--- src/rtl/irq_scheduler_pkg.sv ---
// irq_pkg: shared definitions for the interrupt scheduler.
//   irq_state_t : scheduler states (IDLE, REQ, ACK)
//   OP_*        : i8080 opcodes placed on the bus during acknowledge
//   SRC_*       : bit index of each source in the pending vector
//   src_opcode  : RST opcode for a source index
package irq_pkg;

  typedef enum logic [1:0] {
    IDLE = 2'd0,
    REQ  = 2'd1,
    ACK  = 2'd2
  } irq_state_t;

  localparam logic [7:0] OP_RST1 = 8'hCF;  // RST 1, mid_screen
  localparam logic [7:0] OP_RST2 = 8'hD7;  // RST 2, vblank
  localparam logic [7:0] OP_NOP  = 8'h00;

  localparam int SRC_MID = 0;
  localparam int SRC_VBL = 1;

  function automatic logic [7:0] src_opcode(input logic src);
    return src ? OP_RST2 : OP_RST1;
  endfunction

endpackage

--- src/rtl/irq_scheduler_if.sv ---
// irq_scheduler_if: CPU-side interrupt bus of the scheduler.
//   ack       : interrupt-acknowledge read (dbin & inta), driven by the CPU side
//   iint      : interrupt request to the CPU
//   vector    : opcode for the data bus during acknowledge
//   vector_oe : drive enable for vector (bus goes to Z when 0)
// Modports: master = CPU side, slave = scheduler side.
interface irq_scheduler_if #(
  parameter int XLEN = 8
);
  logic            ack;
  logic            iint;
  logic [XLEN-1:0] vector;
  logic            vector_oe;

  modport master (output ack, input iint, input vector, input vector_oe);
  modport slave  (input ack, output iint, output vector, output vector_oe);
endinterface

--- src/rtl/irq_scheduler_sync_edge.sv ---
// sync_edge: SYNC_STAGES-deep synchronizer followed by a rising-edge detector.
//   clk      : destination clock
//   rst      : synchronous active-low reset, clears all history
//   async_in : asynchronous level input
//   rise     : one-cycle pulse when the synchronized level goes 0 -> 1
module sync_edge #(
  parameter int SYNC_STAGES = 2
) (
  input  logic clk,
  input  logic rst,
  input  logic async_in,
  output logic rise
);

  logic [SYNC_STAGES-1:0] sync_reg;
  logic                   prev_reg;

  always_ff @(posedge clk) begin
    if (!rst) begin
      sync_reg <= '0;
      prev_reg <= 1'b0;
    end else begin
      sync_reg <= {sync_reg[SYNC_STAGES-2:0], async_in};
      prev_reg <= sync_reg[SYNC_STAGES-1];
    end
  end

  assign rise = sync_reg[SYNC_STAGES-1] & ~prev_reg;

endmodule

--- src/rtl/irq_scheduler.sv ---
// irq_scheduler: turns mid_screen / vblank strobes into i8080 RST interrupts.
//   clk, rst   : CPU clock; synchronous active-low reset
//   mid_screen : async level, rising edge requests RST 1
//   vblank     : async level, rising edge requests RST 2 (higher priority)
//   cpu        : iint / ack / vector / vector_oe bus (slave modport)
//   pending    : {vblank, mid_screen} pending flags
//   overrun    : saturating count of events lost while already pending
module irq_scheduler
  import irq_pkg::*;
#(
  parameter int SYNC_STAGES = 2,
  parameter int XLEN        = 8,
  parameter int OVR_WIDTH   = 8
) (
  input  logic                 clk,
  input  logic                 rst,
  input  logic                 mid_screen,
  input  logic                 vblank,
  irq_scheduler_if.slave       cpu,
  output logic [1:0]           pending,
  output logic [OVR_WIDTH-1:0] overrun
);

  logic [1:0] strobe;
  logic [1:0] rise_det;

  assign strobe = {vblank, mid_screen};

  generate
    for (genvar gi = 0; gi < 2; gi++) begin : g_sync
      sync_edge #(.SYNC_STAGES(SYNC_STAGES)) u_sync (
        .clk      (clk),
        .rst      (rst),
        .async_in (strobe[gi]),
        .rise     (rise_det[gi])
      );
    end
  endgenerate

  irq_state_t           state_reg, state_next;
  logic [1:0]           pending_reg, pending_next;
  logic                 sel_reg, sel_next;
  logic [OVR_WIDTH-1:0] overrun_reg, overrun_next;
  logic                 iint_reg;

  logic [1:0]           clr;
  logic [1:0]           drop;
  logic [7:0]           vec_op;
  logic [OVR_WIDTH:0]   ovr_sum;

  always_comb begin
    state_next = state_reg;
    sel_next   = sel_reg;
    clr        = 2'b00;
    vec_op     = OP_NOP;  // IDLE: an ack here is spurious and reads a NOP

    case (state_reg)
      IDLE: begin
        if ((|pending_reg) || (|rise_det)) state_next = REQ;
      end
      REQ: begin
        vec_op = src_opcode(pending_reg[SRC_VBL]);
        if (cpu.ack) begin
          state_next = ACK;
          sel_next   = pending_reg[SRC_VBL];
        end
      end
      ACK: begin
        // Latched source keeps the opcode stable even if vblank arrives mid-read.
        vec_op = src_opcode(sel_reg);
        if (!cpu.ack) begin
          clr[sel_reg] = 1'b1;
          if (pending_reg[~sel_reg] || (|rise_det)) state_next = REQ;
          else                                      state_next = IDLE;
        end
      end
      default: state_next = IDLE;
    endcase

    // A new edge on the bit being cleared re-arms it instead of counting as lost.
    drop         = rise_det & pending_reg & ~clr;
    pending_next = (pending_reg & ~clr) | rise_det;

    ovr_sum      = {1'b0, overrun_reg} + (OVR_WIDTH+1)'(drop[0]) + (OVR_WIDTH+1)'(drop[1]);
    overrun_next = ovr_sum[OVR_WIDTH] ? '1 : ovr_sum[OVR_WIDTH-1:0];
  end

  always_ff @(posedge clk) begin
    if (!rst) begin
      state_reg   <= IDLE;
      pending_reg <= 2'b00;
      sel_reg     <= 1'b0;
      overrun_reg <= '0;
      iint_reg    <= 1'b0;
    end else begin
      state_reg   <= state_next;
      pending_reg <= pending_next;
      sel_reg     <= sel_next;
      overrun_reg <= overrun_next;
      iint_reg    <= (state_next == REQ);
    end
  end

  assign cpu.iint      = iint_reg;
  assign cpu.vector    = XLEN'(vec_op);
  assign cpu.vector_oe = cpu.ack;
  assign pending       = pending_reg;
  assign overrun       = overrun_reg;

endmodule

--- src/flat_wrapper.sv ---
// flat-port wrapper written by rule: the top's interface ports become plain ports
module irq_scheduler_flat import irq_pkg::*;
#(
  parameter int SYNC_STAGES = 2,
  parameter int XLEN        = 8,
  parameter int OVR_WIDTH   = 8
)
  (clk, rst, mid_screen, vblank, pending, overrun, cpu_ack, cpu_iint, cpu_vector, cpu_vector_oe);
  irq_scheduler_if #(.XLEN(XLEN)) cpu_i ();
  input  logic clk;
  input  logic rst;
  input  logic mid_screen;
  input  logic vblank;
  output logic [1:0] pending;
  output logic [OVR_WIDTH-1:0] overrun;
  input wire logic [$bits(cpu_i.ack)-1:0] cpu_ack;
  output wire logic [$bits(cpu_i.iint)-1:0] cpu_iint;
  output wire logic [$bits(cpu_i.vector)-1:0] cpu_vector;
  output wire logic [$bits(cpu_i.vector_oe)-1:0] cpu_vector_oe;
  assign cpu_i.ack = cpu_ack;
  assign cpu_iint = cpu_i.iint;
  assign cpu_vector = cpu_i.vector;
  assign cpu_vector_oe = cpu_i.vector_oe;
  irq_scheduler #(.SYNC_STAGES(SYNC_STAGES), .XLEN(XLEN), .OVR_WIDTH(OVR_WIDTH)) u_core (.clk(clk), .rst(rst), .mid_screen(mid_screen), .vblank(vblank), .cpu(cpu_i), .pending(pending), .overrun(overrun));
endmodule
--- config.mk ---
export PLATFORM = sky130hd
export DESIGN_NAME = irq_scheduler_flat
export DESIGN_NICKNAME = d
export VERILOG_FILES = /design/src/rtl/irq_scheduler_pkg.sv /design/src/rtl/irq_scheduler_if.sv /design/src/rtl/irq_scheduler_sync_edge.sv /design/src/rtl/irq_scheduler.sv /design/src/flat_wrapper.sv
export SDC_FILE = /design/constraint.sdc
export NUM_CORES = 1
export LEC_CHECK = 0
export CORE_MARGIN = 1.5
export CORE_UTILIZATION = 50
export DETAILED_ROUTE_END_ITERATION = 6
export PLACE_DENSITY = 0.82
export SYNTH_ARGS = -nofsm -noshare
export SYNTH_HDL_FRONTEND = slang
export SYNTH_SLANG_ARGS = --single-unit
export TNS_END_PERCENT = 30
--- constraint.sdc ---
create_clock -name clk -period 5.9 [get_ports clk]
set_input_delay 0.59 -clock clk [delete_from_list [all_inputs] [get_ports clk]]
set_output_delay 0.59 -clock clk [all_outputs]
set_load 0.005 [all_outputs]
# Yosys cells after proc, flatten, opt, wreduce, memory -nomap -nowiden
# Cells that the tools add are included.
dict set report word_totals {
  reg_bits 20
  output_inout_bits 20
  word_cells 49
}
dict set report classes {
  n_reduce_logical 7
  n_addsub 2
  n_eq_ne 3
  n_bitwise 10
  n_mux 15
  order_cmp 3
}
# operator n
set ops {}
lappend ops {{$pmux 8 s2} 1}
lappend ops {{$mux 2} 5}
lappend ops {{$mux 5} 2}
lappend ops {{$add 8x1->9} 1}
lappend ops {{$add 9x1->9} 1}
lappend ops {{$mux 8} 1}
lappend ops {{$and 2x2->2} 3}
lappend ops {{$pmux 2 s3} 1}
lappend ops {{$eq 2x1->1 const B} 2}
lappend ops {{$lt 1x2->1 const B} 2}
lappend ops {{$mux 1} 4}
lappend ops {{$reduce_or 2->1} 2}
lappend ops {{$not 1->1} 3}
lappend ops {{$and 1x1->1} 2}
lappend ops {{$eq 2x2->1 const B} 1}
lappend ops {{$logic_not 2->1} 1}
lappend ops {{$logic_or 1x1->1} 2}
lappend ops {{$not 2->2} 1}
lappend ops {{$or 2x2->2} 1}
lappend ops {{$reduce_and 2->1} 1}
lappend ops {{$demux 1 s1} 1}
lappend ops {{$ge 1x1->1 const B} 1}
lappend ops {{$logic_and 1x1->1} 1}

# Depth between registers and ports, before layout
# Gate-level depths: netlist (run 1).
dict set report logic_depth {
  depth_word 11
  depth_mapped 9
  depth_no_buf 9
}

# Cells and area by module
# A second synthesis (run 1) with hierarchy kept.
dict set report hier_totals {
  hier_cells 101
  hier_area_um2 975.9
}
# module area_per_inst_um2 instances cells_each
set modules_own_cells {}
lappend modules_own_cells {irq_scheduler 790.8 1 87}
lappend modules_own_cells {sync_edge 92.6 2 7}

# Least setup slack after synthesis (run 1)
# OpenSTA, ideal clock, no wires.
dict set report synth_timing {
  path_type {input port to flip-flop}
  from {input port cpu_ack}
  to {register u_core.overrun_reg[5] (netlist: u_core.overrun[5])}
  setup_ps 133
  slack_ps 3862
  required_time_ps 5767
  arrival_ps 1905
  cell_stages 7
  cell_sequence {nand2b_1 -> o21ai_0 -> nor2_1 -> fa_1 -> and4_4 -> nand4_2 -> a31oi_1}
}
dict set report synth_via {
  elab_chain_len 7
}
# item line
set synth_rtl {}
lappend synth_rtl {{start, declared} flat_wrapper.sv:16} ;# input wire logic [$bits(cpu_i.ack)-1:0] cpu_ack;
lappend synth_rtl {{$mux 2 (*)} irq_scheduler.sv:71} ;# if (!cpu.ack) begin
lappend synth_rtl {{$mux 2 (*)} irq_scheduler.sv:57} ;# case (state_reg)
lappend synth_rtl {{$not 2->2 (*)} irq_scheduler.sv:81} ;# drop = rise_det & pending_reg & ~clr;
lappend synth_rtl {{$and 2x2->2 (*)} irq_scheduler.sv:81}
lappend synth_rtl {{$add 8x1->9} irq_scheduler.sv:84} ;# ovr_sum = {1'b0, overrun_reg} + (OVR_WIDTH+1)'(drop[0]) + (OVR_WIDTH+1)'(drop[1]);
lappend synth_rtl {{$add 9x1->9 (*)} irq_scheduler.sv:84}
lappend synth_rtl {{$mux 8 (*)} irq_scheduler.sv:85} ;# overrun_next = ovr_sum[OVR_WIDTH] ? '1 : ovr_sum[OVR_WIDTH-1:0];
lappend synth_rtl {{end signal, assigned} irq_scheduler.sv:99} ;# overrun_reg <= overrun_next;
lappend synth_rtl {{end, declared} irq_scheduler.sv:43} ;# logic [OVR_WIDTH-1:0] overrun_reg, overrun_next;
# Mark *: on every way between the ends. The rest lies on a longest branch, timed or not.
# A chain may end at the register's enable or synchronous reset.

# Worst setup path after layout (run 1)
dict set report layout_timing {
  from {register u_core.state_reg[1]}
  to {output port cpu_vector[3]}
}
dict set report layout_via {
  elab_chain_len 2
}
# item line
set layout_rtl {}
lappend layout_rtl {{start, declared} irq_scheduler.sv:40} ;# irq_state_t state_reg, state_next;
lappend layout_rtl {{start signal, assigned} irq_scheduler.sv:96} ;# state_reg <= state_next;
lappend layout_rtl {{$eq 2x2->1 / $eq 2x1->1 (equally long branches)} irq_scheduler.sv:57}
lappend layout_rtl {{$pmux 8 s2 (*)} irq_scheduler.sv:57}
lappend layout_rtl {{end, declared} flat_wrapper.sv:18} ;# output wire logic [$bits(cpu_i.vector)-1:0] cpu_vector;
# Marked as above.

==> results.md, run 1 <==
- Period Utilization, post-route: between 40% and 50%
- Cell Rows: 15
- Worst min-delay path class: reg2reg
- Met2 Use GR: 32.2%
- # IOs: 25
- Hold Crit Start: u_core.g_sync[0].u_sync.sync_reg[0]
- Commonest cells after routing, fill and taps aside: 23 x clkdlybuf4s50_1, 20 x dfxtp_1, 9 x a21oi_1
- Number of remaining DRC errors: 0
- Clock power frac: roughly 23%
- Worst r2r src: u_core.state_reg[0]
- Met3 usage: 5.88%
- Antenna violations before repair: 0
- Initial Util: a little over half
- Post-synth top area share: 41.9%
- Max reg flops: 8
- Internal: 0.000202 W
- Psw: 0.0000691 W
- Worst path slowest cell: clkdlybuf4s50_1
- Via-per-instance ratio: between 5 and 6
- Clock latency on the worst-skew pair: ~0.3 ns
- Overall Power: 0.000271 W
- # nets final: 135
- CP required: 5.31 ns
- Most frequent CP cell: inv_1
- Die height: 46.7 microns
- Die width: roughly 47 microns
- GPL Wtd Cong: 0.869
- Beginning of the critical path: u_core.state_reg[1]
- Port Buf Inserts: 23
- Worst path cell trace: inv_1, ha_1, inv_1, o22ai_1, and2_1, clkdlybuf4s50_1
- Unrepaired setup endpoints after global routing: false
- Startpoint Class: flip-flop
- DR vias: 787
- CTS H-tree lvls: 1
- Peak Freq: about 0.4 GHz
- Die footprint: 0.00218 sq mm
- TritonCTS clock tree: done
- Tot GR Track Use: 20.3%
- Core area: 0.00176 sq mm
- Post-DRT Antenna Nets: 0
- Vias in the first global route: 682
- Area grow syn2layout: 24.6%
- Largest net degree at the start of global routing: 12
- Maximum clock insertion buffer count: 2
- CTS resizes: 0
- Kind of end point of the critical path: output pin
- GRT Residual Overflow: 0
- Final Hold Viols: 0
- Reg power frac: 53.4%
- Power Density: 228 mW/mm^2
- Crit Path Max Fanout: 6
- Yosys Warn Count: 0
- Diodes inserted: 0
- Final setup TNS: 0 ns
- Filler cells: roughly 160
- Avg Inst Size Synth: 9.27 sq um
- Max Cap Violations: 0
- Post-CTS Hold Fix Bufs: 0
- Total iterations of the first detailed-routing run: 4
- Final Max Slew Viols: 0
- Most common cell after layout, fill and taps aside: clkdlybuf4s50_1
- Avg WL per Cell: ~12 microns
- Post CTS Setup Buffer Count: 0
- #FFs+latches synth: 20
- VDD IR-drop max: roughly 0.14 mV
- Clk slew on worst S/H paths: 0.10 ns
- Sw Ratio: 25.5%
- Cell count after synthesis: 103
- DRT Wirelength: 1820 microns
- Slowest cell delay on critical path: between 0.4 and 0.5 ns
- Synth cell types: 31
- TritonCTS buffer count: 3
- Worst Path Arrival: ~1.9 ns
- Root Buffer Master: clkbuf_4
- Worst Clk Skew: 0.000692 ns
- GR Util met1: roughly a quarter
- Share of post-route cells with drive strength above 1: 5.74%
- Crit path time final: between 2 and 3 ns
- Register area share after synthesis: 41.9%
- Sink Count: 20
- Post-DP HPWL: 1390 microns
- P_leak: ~0.45 nW
- First-pass GRT wire length: slightly below 3000 microns
- Net Count, Synth: ~110
- 1st-iter DRT viols: 10
- Post-Syn Area: around 950 sq um
- GRT Max-Usage Layer: met2
- Final Util: between 60% and 70%
- Synth area leader: dfxtp_1
- Outcome: completed
- Top cells by area, synth: dfxtp_1 42%, ha_1 6.6%, and2_1 5.2%
- Logic pwr share: 23.6%
- Setup-failing EPs final: 0
- Setup Crit Path Kind: reg2out
==> path summary, 6_finish.rpt <==
kind / endpoint / slack (ns) / depth (start not counted)
worst max-delay path: cpu_vector[3] / 3.40 / 6
worst min-delay path: u_core.g_sync[0].u_sync.sync_reg[1] / 0.44 / 1
worst max register to register: u_core.overrun[5] / 3.62 / 9
worst min register to register: u_core.g_sync[0].u_sync.sync_reg[1] / 0.44 / 1
==> power by group through the flow <==
stage	Sequential [W]	Combinational [W]	Clock, W
after global placement	0.000148	0.0000623	0
after detailed placement	0.000148	0.0000642	0
final	0.000145	0.0000640	0.0000623
after CTS	0.000145	0.0000647	0.0000641
after global routing	0.000146	0.0000719	0.0000731
after floorplan	0.000148	0.0000403	0
==> layer usage <==
metal  vias to the layer above  part of all wire [%]
met1                       375                    45
met4                         0                   2.4
met2                        21                    48
met3                         4                   4.0
li1                        387                     -
met5                         -                     0
==> stage by stage <==
| step | hold slack (ns) | setup WS (ns) | std cells | cell area [sq um] |
|---|---|---|---|---|
| floorplan | 0.412 | 3.86 | 103 | 955 |
| global placement | 0.415 | 3.22 | 144 | 1170 |
| detailed placement | 0.420 | 3.14 | 144 | 1170 |
| CTS | 0.442 | 3.37 | 147 | 1190 |
| global route | 0.465 | 3.27 | 147 | 1190 |
| finish | 0.443 | 3.40 | 147 | 1190 |
==> Yosys cell counts <==
cell type  count
nand3b_1       1
o21ai_0        3
nand4_2        2
o32a_1         1
inv_1          7
a41oi_1        2
nor2_1         4
ha_1           5
conb_1         1
dfxtp_1       20
nand2_1        6
o22ai_1        1
a31oi_1        1
nor3_1         4
nand2b_1       4
mux2i_1        2
buf_4          6
xnor2_1        2
a21oi_1        9
a31o_2         1
and2_1         8
or3_1          2
nand3_1        2
xor2_1         1
fa_1           1
a21o_1         2
a311oi_1       1
o21a_1         1
a21boi_0       1
and4_4         1
clkbuf_1       1
==> layout make-up <==
class / count / area, sq um / share of cell area (%)
multi-input cells: 69 / 479 / 40.3
inverters: 7 / 26.3 / 2.21
repair buffers: 23 / 230 / 19.3
well taps: 25 / 31.3 / 2.63
clock buffers: 3 / 22.5 / 1.89
flip-flops and latches: 20 / 400 / 33.6
==> cell families after synthesis <==
logic type	count (synthesis)	share of synthesized area, %
mux	2	2.10
xor+xnor	3	2.75
compound gates	23	15.5
buf+inv	14	7.86
other cells	1	0.393
simple gates	34	20.8
fa+ha+maj	6	8.65
flops	20	41.9
==> worst max-delay path, delay by kind of cell (launching register included) <==
kind                     cells  cell delay (ns)
adder cells (fa/ha/maj)      1             0.26
AND/OR/NAND/NOR              1             0.16
flip-flops                   1             0.35
AO/OA/AOI/OAI                1             0.18
buffers and inverters        3             0.66
Power figures use the tool's default switching activity.
==> inputs of run 2 (changes only) <==
--- a/config.mk
+++ b/config.mk
@@ -6,9 +6,9 @@
 export NUM_CORES = 1
 export LEC_CHECK = 0
 export CORE_MARGIN = 1.5
-export CORE_UTILIZATION = 50
+export CORE_UTILIZATION = 42
 export DETAILED_ROUTE_END_ITERATION = 6
-export PLACE_DENSITY = 0.82
+export PLACE_DENSITY = 0.73
 export SYNTH_ARGS = -nofsm -noshare
 export SYNTH_HDL_FRONTEND = slang
 export SYNTH_SLANG_ARGS = --single-unit
==> constraint.sdc (replaced) <==
create_clock -name clk -period 2.3 [get_ports clk]
set_input_delay 0.23 -clock clk [delete_from_list [all_inputs] [get_ports clk]]
set_output_delay 0.23 -clock clk [all_outputs]
set_load 0.005 [all_outputs]
==> run 2 against run 1 <==
  * First-iteration DRC count down 10%
  * Global-route usage fell by 3.9 points
  * Die area up 18%
  * Clock power grew to 3.2 times the previous value
  * Critical endpoint is now cpu_vector[4]
  * Utilization decreased by 11 points
  * Wire length up 0.82%
  * Non-clock buffer count is 1 higher
==> results.md, run 2 (synthesized netlist as in run 1, its figures left out) <==
- Setup Crit Path Kind: reg2out
- Vias in the first global route: 775
- Worst Clk Skew: 0.00109 ns
- Inst Count DP: 148
- VDD IR-drop max: 0.331 mV
- WHS Path Cells: 1
- Root Buffer Master: clkbuf_4
- TritonCTS clock tree: done
- Slowest cell delay on critical path: approximately 0.52 ns
- Max Cap Violations: 0
- Sink Count: 20
- Filler cells: 206
- Via-per-instance ratio: 5.28
- # nets final: approximately 140
- Power Density: ~610 mW/mm^2
- Sw Ratio: 24.7%
- Hold Crit Start: u_core.g_sync[1].u_sync.sync_reg[0]
- Post-DRT Antenna Nets: 0
- Max reg flops: 8
- Setup-failing EPs final: 0
- CTS H-tree lvls: 1
- Worst min-delay path class: reg2reg
- First-pass GRT wire length: 3160 microns
- Worst Hold End: u_core.g_sync[1].u_sync.sync_reg[1]
- DRT Wirelength: 1830 microns
- Top Family by Delay on Critical Path: buffers and inverters
- Post-Layout Cell Count: 152
- Diodes inserted: 0
- Port Buf Inserts: 23
- Internal: between 0.0005 and 0.0006 W
- Final Hold Viols: 0
- GRT Residual Overflow: 0
- Worst flop-to-flop path endpoint: u_core.overrun[5]
- Maximum clock insertion buffer count: 2
- Worst Path Arrival: 1.93 ns
- Startpoint Class: flip-flop
- Clk slew on worst S/H paths: 0.10 ns
- Clock power frac: 26.9%
- Die width: 50.7 microns
- Logic pwr share: 22.8%
- Avg WL per Cell: 12.1 microns
- GPL Wtd Cong: 0.869
- Area grow syn2layout: 27.5%
- Period Utilization, post-route: 93.9%
- Clock latency on the worst-skew pair: about 0.3 ns
- # IOs: 25
- Kind of end point of the critical path: output pin
- Buf/Inv on CP: 2
- Core area: 0.00217 sq mm
- Tot GR Track Use: 16.3%
- Post-place setup slack: -0.0307 ns
- Post-DP HPWL: 1360 microns
- Unrepaired setup endpoints after global routing: false
- Die footprint: 0.00257 sq mm
- Outcome: completed
- Initial Util: 44.0%
- R2r worst-path depth: 9
- Largest net degree at the start of global routing: 12
- 1st-iter DRT viols: 9
- Share of post-route cells with drive strength above 1: approximately 8%
- Hold Slack: between 0.4 and 0.5 ns
- Antenna violations before repair: 0
- Setup ws final: 0.140 ns
- Reg2Reg Setup Slack: between 0.15 and 0.2 ns
- TritonCTS buffer count: 3
- Worst path cell trace: inv_1, ha_1, a21boi_0, clkdlybuf4s50_1
- Worst r2r src: u_core.state_reg[0]
- Crit path time final: about 2.2 ns
- Psw: 0.000182 W
- Crit Path Max Fanout: 7
- Worst path slowest cell: clkdlybuf4s50_1
- P_leak: 0.459 nW
- Most common cell after layout, fill and taps aside: clkdlybuf4s50_1
- Total iterations of the first detailed-routing run: 5
- Reg power frac: 50.4%
- DR vias: about 800
- Die height: between 50 and 60 microns
- Number of remaining DRC errors: 0
- Final Max Slew Viols: 0
- Commonest cells after routing, fill and taps aside: 23 x clkdlybuf4s50_1, 20 x dfxtp_1, 9 x a21oi_1
- Final setup TNS: 0 ns
- Cell Rows: 17
- Peak Freq: 0.463 GHz
- CP required: 2.07 ns
- Post CTS Setup Buffer Count: 0
- Overall Power: roughly 0.00074 W
## run 2: cell types whose count changed in the layout (fill, tap and decap cells not counted), sizes merged
cell / previous run / this run
buf: 0 / 1
clkbuf: 3 / 4
## run 2: per-layer routing
metal	share of wire [%]	track usage (%)	vias to the layer above	wire length (microns)
li1	-	-	392	-
met4	3.9	12.6	0	72
met3	3.5	2.68	11	64
met5	0	0	-	0
met1	47	19.9	371	858
met2	46	25.4	28	839
## run 2: how the worst max path moves through the flow
| stage | start | cells after the start | end | slack, ns |
|---|---|---|---|---|
| floorplan | u_core.state_reg[0] | 9 | u_core.overrun[5] | 0.28 |
| global placement | cpu_ack | 8 | u_core.overrun[5] | 0.06 |
| detailed placement | cpu_ack | 8 | u_core.overrun[5] | -0.03 |
| CTS | u_core.state_reg[0] | 9 | u_core.overrun[5] | 0.03 |
| global route | u_core.state_reg[0] | 4 | cpu_vector[4] | 0.03 |
| finish | u_core.state_reg[0] | 4 | cpu_vector[4] | 0.14 |
## run 2: repair_timing
action	CTS	global route
hold endpoints to repair	0	0
endpoints found under the setup margin	0	8
resized for setup	0	3
hold buffers	0	0
## run 2: metrics by stage
step	util [%]	area, sq um
6_report	56.1	1220
3_3_place_gp	54.3	1180
4_1_cts	56.0	1210
2_1_floorplan	-	955
5_1_grt	56.1	1220
3_5_place_dp	54.3	1180
## run 2: final cells by class
type | count | area [sq um] | area share (%)
Timing Repair Buffer | 24 | 238 | 19.5
Clock buffer | 4 | 36.3 | 2.98
Multi-Input combinational cell | 69 | 482 | 39.6
Tap cell | 28 | 35.0 | 2.88
Sequential cell | 20 | 400 | 32.9
Inverter | 7 | 26.3 | 2.16
## run 2: power by group through the flow
stage	registers (W)	logic, W	clock network, W
3_5_place_dp	0.000379	0.000166	0
6_report	0.000371	0.000168	0.000198
5_1_grt	0.000374	0.000184	0.000224
3_3_place_gp	0.000379	0.000161	0
2_1_floorplan	0.000379	0.000103	0
4_1_cts	0.000372	0.000168	0.000207
